`config.mk`:
```
export PLATFORM = sky130hd
export DESIGN_NAME = fetch_unit
export DESIGN_NICKNAME = d
export VERILOG_FILES = /design/src/rtl/riscv_pkg.sv /design/src/rtl/fetch_unit_pc_next_logic.sv /design/src/rtl/fetch_unit.sv
export SDC_FILE = /design/constraint.sdc
export NUM_CORES = 1
export LEC_CHECK = 0
export BUFFER_PORTS_ARGS = -buffer_cell sky130_fd_sc_hd__clkbuf_2
export CAP_MARGIN = 20
export CORE_AREA = 2 2 119 121
export DETAILED_ROUTE_END_ITERATION = 16
export DIE_AREA = 0 0 121 123
export PLACE_DENSITY = 0.91
export SLEW_MARGIN = 10
export SYNTH_ARGS = -nofsm -noshare
export SYNTH_HDL_FRONTEND = slang
export SYNTH_HIERARCHICAL = 1
export SYNTH_SLANG_ARGS = --single-unit
```
`constraint.sdc`:
```
create_clock -name clk -period 3.4 [get_ports clk]
set_clock_uncertainty 0.15 [all_clocks]
set_input_delay 0.17 -clock clk [delete_from_list [all_inputs] [get_ports clk]]
set_output_delay 0.17 -clock clk [all_outputs]
set_load 0.005 [all_outputs]
```
`src/rtl/riscv_pkg.sv`:
```
// Shared RISC-V definitions used by the fetch stage and its neighbours.
// Holds the default data width, the NOP encoding, the opcode constants,
// the next-PC mux encodings driven by uc_asm and the fetch FSM states.
package riscv_pkg;

    // Default data/address width of the core
    localparam int XLEN_DEFAULT = 32;

    // addi x0, x0, 0 -- what IR holds until the first real fetch completes
    localparam logic [31:0] NOP_INSTR = 32'h0000_0013;

    // Major opcodes that uc_asm decodes from instr[6:0]
    localparam logic [6:0] OP_R      = 7'b0110011;
    localparam logic [6:0] OP_I      = 7'b0010011;
    localparam logic [6:0] OP_JAL    = 7'b1101111;
    localparam logic [6:0] OP_JALR   = 7'b1100111;
    localparam logic [6:0] OP_BRANCH = 7'b1100011;

    // pc_next_sel encodings: sequential/branch adder or JALR ALU target
    localparam logic PC_NEXT_ADDER = 1'b0;
    localparam logic PC_NEXT_ALU   = 1'b1;

    // pc_adder_sel encodings: second adder operand
    localparam logic PC_ADD_4   = 1'b0;
    localparam logic PC_ADD_IMM = 1'b1;

    // Fetch handshake FSM: idle, or waiting for imem_ack
    typedef enum logic {
        FETCH_IDLE = 1'b0,
        FETCH_WAIT = 1'b1
    } fetch_state_t;

    // True when an address is not on a 4-byte instruction boundary
    function automatic logic is_misaligned(input logic [1:0] low_bits);
        return (low_bits != 2'b00);
    endfunction

endpackage

```
`src/rtl/fetch_unit_pc_next_logic.sv`:
```
// Combinational next-PC computation for the fetch stage.
// Produces the sequential link value pc+4 and the next-PC candidate chosen by
// pc_adder_sel (pc+4 or pc+imm) and pc_next_sel (adder or JALR ALU target
// with bit 0 forced low). All sums wrap modulo 2^XLEN.
module pc_next_logic
    import riscv_pkg::*;
#(
    parameter int XLEN = XLEN_DEFAULT
) (
    input  logic [XLEN-1:0] pc,
    input  logic [XLEN-1:0] imm,
    input  logic [XLEN-1:0] alu_result,
    input  logic            pc_next_sel,
    input  logic            pc_adder_sel,
    output logic [XLEN-1:0] pc_plus4,
    output logic [XLEN-1:0] pc_next
);

    logic [XLEN-1:0] adder_operand;
    logic [XLEN-1:0] adder_sum;
    logic [XLEN-1:0] jalr_target;

    // Select the adder operand, form the sums and pick the final target
    always_comb begin
        adder_operand = XLEN'(4);
        pc_plus4      = pc + XLEN'(4);
        if (pc_adder_sel == PC_ADD_IMM) begin
            adder_operand = imm;
        end
        adder_sum   = pc + adder_operand;
        jalr_target = alu_result & ~XLEN'(1);
        pc_next     = adder_sum;
        if (pc_next_sel == PC_NEXT_ALU) begin
            pc_next = jalr_target;
        end
    end

endmodule

```
`src/rtl/fetch_unit.sv`:
```
// Instruction-fetch stage: owns PC and IR and runs the req/ack handshake
// towards instruction memory on behalf of the multicycle control unit.
// A fetch latches the current PC into imem_addr and holds it until the ack,
// so PC updates during a fetch never disturb the in-flight address.
// Optional build macro FETCH_MISALIGN_TRAP_EN adds a sticky 'misaligned'
// output: misaligned next-PC writes are dropped and further fetches blocked.
module fetch_unit
    import riscv_pkg::*;
#(
    parameter int              XLEN     = XLEN_DEFAULT,
    parameter logic [XLEN-1:0] RESET_PC = '0
) (
    input  logic            clk,
    input  logic            reset,
    input  logic            load_pc,
    input  logic            load_ir,
    input  logic            pc_next_sel,
    input  logic            pc_adder_sel,
    input  logic [XLEN-1:0] imm,
    input  logic [XLEN-1:0] alu_result,
    output logic            imem_req,
    output logic [XLEN-1:0] imem_addr,
    input  logic            imem_ack,
    input  logic [XLEN-1:0] imem_rdata,
    output logic [XLEN-1:0] pc,
    output logic [XLEN-1:0] pc_plus4,
    output logic [XLEN-1:0] instr,
    output logic [6:0]      opcode,
    output logic            fetch_busy,
    output logic            ir_valid
`ifdef FETCH_MISALIGN_TRAP_EN
    ,
    output logic            misaligned
`endif
);

    fetch_state_t    state;
    logic [XLEN-1:0] pc_next;
    logic            pc_write_ok;
    logic            fetch_ok;

    pc_next_logic #(
        .XLEN (XLEN)
    ) u_pc_next (
        .pc           (pc),
        .imm          (imm),
        .alu_result   (alu_result),
        .pc_next_sel  (pc_next_sel),
        .pc_adder_sel (pc_adder_sel),
        .pc_plus4     (pc_plus4),
        .pc_next      (pc_next)
    );

`ifdef FETCH_MISALIGN_TRAP_EN
    assign pc_write_ok = !is_misaligned(pc_next[1:0]);
    assign fetch_ok    = !misaligned;

    // Sticky trap flag: set by a misaligned PC write attempt, cleared by reset
    always_ff @(posedge clk) begin
        if (reset) begin
            misaligned <= 1'b0;
        end else if (load_pc && !pc_write_ok) begin
            misaligned <= 1'b1;
        end
    end
`else
    assign pc_write_ok = 1'b1;
    assign fetch_ok    = 1'b1;
`endif

    assign opcode     = instr[6:0];
    assign fetch_busy = (state == FETCH_WAIT);

    // PC register: takes the next-PC whenever uc_asm asks, in any fetch state
    always_ff @(posedge clk) begin
        if (reset) begin
            pc <= RESET_PC;
        end else if (load_pc && pc_write_ok) begin
            pc <= pc_next;
        end
    end

    // Fetch FSM with registered request, address, IR and valid pulse
    always_ff @(posedge clk) begin
        if (reset) begin
            state     <= FETCH_IDLE;
            imem_req  <= 1'b0;
            imem_addr <= RESET_PC;
            instr     <= XLEN'(NOP_INSTR);
            ir_valid  <= 1'b0;
        end else begin
            ir_valid <= 1'b0;
            case (state)
                FETCH_IDLE: begin
                    if (load_ir && fetch_ok) begin
                        imem_addr <= pc;
                        imem_req  <= 1'b1;
                        state     <= FETCH_WAIT;
                    end
                end
                FETCH_WAIT: begin
                    if (imem_ack) begin
                        instr    <= imem_rdata;
                        imem_req <= 1'b0;
                        ir_valid <= 1'b1;
                        state    <= FETCH_IDLE;
                    end
                end
                default: begin
                    state    <= FETCH_IDLE;
                    imem_req <= 1'b0;
                end
            endcase
        end
    end

endmodule

```
== Word-level counts from Yosys, hierarchy flattened ==
Index checks and enable logic that the tools add are counted.
Widths: inputs -> output; s select.

* Add/subtract/negate cells: 2
* Equality and inequality tests: 2
* Muxes and demuxes: 9
* Bitwise gates (word level): 1
* Reductions and logical operators: 4

{| class="wikitable"
|+ Operators by type and width
! cell !! count
|-
| $mux 32 || 2
|-
| $add 32x3->32 const B || 1
|-
| $add 32x32->32 || 1
|-
| $reduce_and 2->1 || 3
|-
| $mux 1 || 5
|-
| $ne 2x2->1 const B || 2
|-
| $pmux 1 s2 || 2
|-
| $reduce_or 2->1 || 1
|-
| $not 1->1 || 1
|}

* Register bits after elaboration: 99
* Bits of input ports: 103
* Output and inout port bits: 138

== Longest topological paths before layout ==
* Depth in word-level cells: 3
* Gate-level depth with buffers: 14
* Depth with buffers taken out: 13

== By module ==
The synthesis kept the hierarchy.

{| class="wikitable"
|+ By module, submodules not included
! module !! instances !! cells each !! area each (µm²) !! seq. area each (µm²)
|-
| fetch_unit || 1 || 407 || 4057.6 || 1981.9
|-
| pc_next_logic || 1 || 410 || 2690.1 || 0.0
|}

== Least setup slack after synthesis ==
Ideal clock, no wire load.

* Path type: input to register
* From: in pc_adder_sel
* To: reg pc[28]
* Library setup time: 0.117 ns
* Arrival: 2.602 ns
* Required time: 3.133 ns
* Setup slack: 0.530 ns
* Cell stages on the path: 14
* Path buffers: 1
* Cell sequence: clkbuf_1 and2_1 ha_1 fa_1 a21oi_1 nand4b_1 and3_1 o21ai_1 nor3b_2 or4_1 a21oi_1 nor3_1 mux2i_1 nor2_1

* Cells in the longest elaborated chain, start to end: 3

{| class="wikitable"
|+ Ends and longest elaborated chain
! item !! line !! RTL
|-
| start: declaration || fetch_unit.sv:18 || <nowiki>input logic pc_adder_sel,</nowiki>
|-
| $mux 32 || fetch_unit_pc_next_logic.sv:27 || <nowiki>if (pc_adder_sel == PC_ADD_IMM) begin</nowiki>
|-
| $add 32x32->32 || fetch_unit_pc_next_logic.sv:30 || <nowiki>adder_sum = pc + adder_operand;</nowiki>
|-
| $mux 32 || fetch_unit_pc_next_logic.sv:33 || <nowiki>if (pc_next_sel == PC_NEXT_ALU) begin</nowiki>
|-
| via pc_next[28] || fetch_unit.sv:38 || <nowiki>logic [XLEN-1:0] pc_next;</nowiki>
|-
| end signal: assignment || fetch_unit.sv:79 || <nowiki>pc <= pc_next;</nowiki>
|-
| end: declaration || fetch_unit.sv:25 || <nowiki>output logic [XLEN-1:0] pc,</nowiki>
|}

The timed path passes the listed nets, and every way through them passes these cells.
A chain may end at the register's enable or synchronous reset.

== Worst setup path in the final report ==
* From: reg pc[0]
* To: reg pc[24]

* Cells in the longest elaborated chain, start to end: 2

{| class="wikitable"
|+ Ends and longest elaborated chain
! item !! line
|-
| $add 32x32->32 || fetch_unit_pc_next_logic.sv:30
|-
| $mux 32 || fetch_unit_pc_next_logic.sv:33
|-
| via pc_next[24] || fetch_unit.sv:38
|}

The timed path passes the listed nets, and every way through them passes these cells.

==> results by group <==
Placed design
  – Global placement routability congestion: 0.963
  – Worst slack, placed: 0.109 ns
  – Total placed cells including tap cells: 1,202
  – Cell Area, Placed: 8080 sq um
  – Final HPWL from detailed placement: 14,500 um
  – Port bufs: 239

Global routing
  – Overflow after GRT: 0
  – Vias in the first global route: 6,552
  – All-layer global routing usage: 0.266
  – Pin count of the biggest net entering global routing: 110
  – Wire length of the first global-routing pass: 31,700 um
  – Number of antenna violations at the first check in global routing: 0

Cells and area
  – Fraction of layout cells with a size suffix above 1: 0.304
  – Count of fill cells added during filler insertion: 1,110
  – Number of nets at the end of the flow: 1,203
  – Post-synthesis to final-layout area growth: 29.4%
  – Combined area of the multi-input logic cells: 4430 sq um
  – Count of inserted antenna diode cells: 0
  – Post-route insts no fill: 1,252
  – Area occupied by registers: 1980 sq um
  – Final std cell area, no fill: 8730 sq um

Synthesis
  – Sequential area share after synthesis: 0.294
  – Yosys reg bits: 99
  – Share of flip-flops with an asynchronous set or reset: 0
  – Largest area contributor in the synthesized netlist: sky130_fd_sc_hd__dfxtp_1
  – Proportion of netlist area held by the largest area contributor: 0.294
  – EDFF count, synth: 0
  – Count of synthesis-stage warnings from yosys: 6
  – Count of distinct cell types in the synthesized netlist: 60
  – Post-Syn Instances: 817
  – Net count after synthesis: 953
  – Mean Syn Cell Area: 8.26 sq um
  – Leading post-synthesis cells by cell area: sky130_fd_sc_hd__dfxtp_1, sky130_fd_sc_hd__ha_1, sky130_fd_sc_hd__nand4bb_1
  – Summed instance area of the synthesized netlist: 6750 sq um
  – Predominant post-synthesis flop cell: sky130_fd_sc_hd__dfxtp_1

Pwr
  – Leakage dissipation: 0.00402 uW
  – Pint: 2120 uW
  – PnR Total Power: 3070 uW
  – Power per unit of standard cell area: 351 nW/um^2
  – Net switching fraction of the power: 0.308
  – Maximum ir drop on the vdd rail: 0.216 mV
  – Part of the power in combinational logic: 0.257
  – Sequential fraction of design power: 0.416
  – Part of the total power dissipated in the clock network: 0.327
  – Power spent charging and discharging nets: 943 uW

Critical path
  – Nature of the critical path startpoint: flop
  – Required time of the critical path: 3.53 ns
  – Worst-path fanout max: 5
  – Worst EP arrival: 3.27 ns
  – Crit path kind: reg2reg
  – Kind of end point of the critical path: flop

STA
  – Final Hold Fails: 0
  – Setup slack after layout: 0.262 ns
  – Share of the clock period used by the worst path: 0.923
  – Relative max-transition margin: 0.299
  – Clock period minus worst slack: 3.14 ns
  – Slew Limit Fails: 0
  – Setup_tns: 0 ns
  – Max frequency: 0.319 GHz
  – Unrepaired setup endpoints after global routing: false
  – Final setup viols: 0
  – Actual transition at the worst max-transition pin: 1.05 ns

Floorplanning
  – Die area: 14,900 sq um
  – Vertical die dimension: 123 um
  – Core Region: 13,600 sq um
  – Number of rows created at floorplan: 43
  – Initial core utilization: 0.496
  – Horizontal extent of the die: 121 um
  – Top-Level Pins: 241

CTS
  – Number of setup buffers added after CTS: 0
  – H-Tree Depth: 3
  – Clock buffer count from CTS: 9
  – Source-to-sink clock delay at the later pin of the worst-skew pair: 0.34 ns
  – CTS sink count: 99
  – Clock-pin slew on the worst setup and hold paths: 0.07 ns
  – CTS Root Buffer Type: sky130_fd_sc_hd__clkbuf_16
  – CTS tree: done
  – CTS max path bufs: 2

Detailed routing
  – Ratio of routed vias to standard cells: 5.74
  – Total routed wirelength: 20,800 um
  – Mean routed wirelength per cell: 16.6 um
  – Antenna viol nets, final: 0
  – Routed vias: 7,182
  – DRC marker count from the first detailed-route iteration: 484
  – First-pass detailed-route iteration total: 8
  – Remaining routing DRC violations: 0

Outcome
  – Result of the run: finished clean

Flow run
  – Number of max-cap violations: 0

Hold path
  – Worst min-delay path category: in2reg
stage by stage:
step / utilization / hold slack, ns
global placement: 0.593 / 0.257
global route: 0.642 / 0.0646
detailed placement: 0.593 / 0.260
finish: 0.642 / 0.0160
CTS: 0.638 / 0.00943
floorplan: - / 0.167
registers in the layout, indices dropped and copies added, names as in the netlist:
name        count
imem_req        1
ir_valid        1
pc             32
fetch_busy      1
instr          32
imem_addr      32
power groups by stage:
stage          Clock, uW  Sequential, uW  Combinational (uW)
6_report            1000            1280                 789
5_1_grt             1070            1280                 860
4_1_cts             1030            1270                 771
3_5_place_dp           0            1300                 737
3_3_place_gp           0            1300                 723
2_1_floorplan          0            1310                 452
final cells by class:
| type | count | area share |
|---|---|---|
| timing repair buffer | 301 | 0.203 |
| multi-input combinational | 646 | 0.507 |
| clock buffer | 11 | 0.0278 |
| clock inverter | 5 | 0.00516 |
| inverter | 10 | 0.00430 |
| tap | 180 | 0.0258 |
| sequential | 99 | 0.227 |
routing by layer:
| metal | global-route usage | share of wire | vias up | routed length, um |
|---|---|---|---|---|
| met5 | 0 | 0 | - | 0 |
| li1 | - | - | 3425 | - |
| met2 | 0.459 | 0.48 | 364 | 10100 |
| met4 | 0.117 | 0.030 | 0 | 629 |
| met1 | 0.328 | 0.40 | 3342 | 8360 |
| met3 | 0.0429 | 0.083 | 51 | 1730 |
logic make-up after synthesis:
logic type,after synthesis,share of synthesized area
compound gates,209,0.202
xor+xnor,49,0.0636
fa+ha+maj,33,0.0623
buf+inv,72,0.0508
flops,99,0.294
mux,35,0.0530
simple gates,320,0.274
synthesized netlist by cell type (11+ instances only):
| cell | number |
|---|---|
| sky130_fd_sc_hd__dfxtp_1 | 99 |
| sky130_fd_sc_hd__nor2_1 | 59 |
| sky130_fd_sc_hd__a21oi_1 | 56 |
| sky130_fd_sc_hd__nand2_1 | 53 |
| sky130_fd_sc_hd__nand3_1 | 46 |
| sky130_fd_sc_hd__o21ai_0 | 40 |
| sky130_fd_sc_hd__nand2b_1 | 35 |
| sky130_fd_sc_hd__xnor2_1 | 35 |
| sky130_fd_sc_hd__ha_1 | 32 |
| sky130_fd_sc_hd__mux2i_1 | 32 |
| sky130_fd_sc_hd__and2_1 | 31 |
| sky130_fd_sc_hd__nand4bb_1 | 30 |
| sky130_fd_sc_hd__a21bo_2 | 29 |
| sky130_fd_sc_hd__clkbuf_1 | 26 |
| sky130_fd_sc_hd__o21ai_1 | 26 |
| sky130_fd_sc_hd__buf_2 | 24 |
| sky130_fd_sc_hd__nand4_1 | 14 |
| sky130_fd_sc_hd__xor2_1 | 14 |
| sky130_fd_sc_hd__a21o_1 | 12 |
| sky130_fd_sc_hd__buf_4 | 11 |
layout by cell type, fill, tap and decap left out, types with 7 or more instances in the layout:
master                            n
sky130_fd_sc_hd__o21ai_1         26
sky130_fd_sc_hd__dfxtp_1         98
sky130_fd_sc_hd__o21ai_0         40
sky130_fd_sc_hd__clkbuf_16        9
sky130_fd_sc_hd__nand3_1         46
sky130_fd_sc_hd__clkbuf_2       238
sky130_fd_sc_hd__nand2_1         53
sky130_fd_sc_hd__buf_4           29
sky130_fd_sc_hd__a21o_1          12
sky130_fd_sc_hd__and3_1          10
sky130_fd_sc_hd__dlygate4sd3_1   32
sky130_fd_sc_hd__inv_1           10
sky130_fd_sc_hd__nand4bb_1       30
sky130_fd_sc_hd__xor2_1          14
sky130_fd_sc_hd__a21bo_2         29
sky130_fd_sc_hd__nor2_1          59
sky130_fd_sc_hd__nor2b_1          9
sky130_fd_sc_hd__a21oi_1         56
sky130_fd_sc_hd__nand2b_1        35
sky130_fd_sc_hd__o21a_1           7
sky130_fd_sc_hd__mux2i_1         32
sky130_fd_sc_hd__ha_1            32
sky130_fd_sc_hd__xnor2_1         35
sky130_fd_sc_hd__nand4_1         14
sky130_fd_sc_hd__nor3_1           9
sky130_fd_sc_hd__and2_1          31
path summary, 6_finish.rpt:
path,start,to,slack [ns],cells past startpoint
hold / removal,alu_result[25],pc[25],0.02,5
setup / recovery,pc[0],pc[24],0.26,12
setup reg to reg,pc[0],pc[24],0.26,12
hold reg to reg,imem_addr[22],imem_addr[22],0.31,2
what timing repair did:
| action | 4_1_cts | 5_1_grt |
|---|---|---|
| hold endpoints to repair | 32 | 0 |
| endpoints found under the setup margin | 0 | 2 |
| hold buffers | 32 | 0 |
| gates resized for setup | 0 | 1 |
critical path, stage by stage (launching register included):
cell and delay (ns):
sky130_fd_sc_hd__dfxtp_1 0.45, sky130_fd_sc_hd__ha_1 0.25, sky130_fd_sc_hd__fa_1 0.22, sky130_fd_sc_hd__a21oi_1 0.09
sky130_fd_sc_hd__nand4b_1 0.19, sky130_fd_sc_hd__and3_1 0.22, sky130_fd_sc_hd__o21ai_1 0.18, sky130_fd_sc_hd__nor3b_2 0.40
sky130_fd_sc_hd__o31ai_1 0.19, sky130_fd_sc_hd__or4b_1 0.49, sky130_fd_sc_hd__nand3_1 0.09, sky130_fd_sc_hd__mux2i_1 0.07
sky130_fd_sc_hd__nor2_1 0.09
Power figures use the tool's default switching activity.
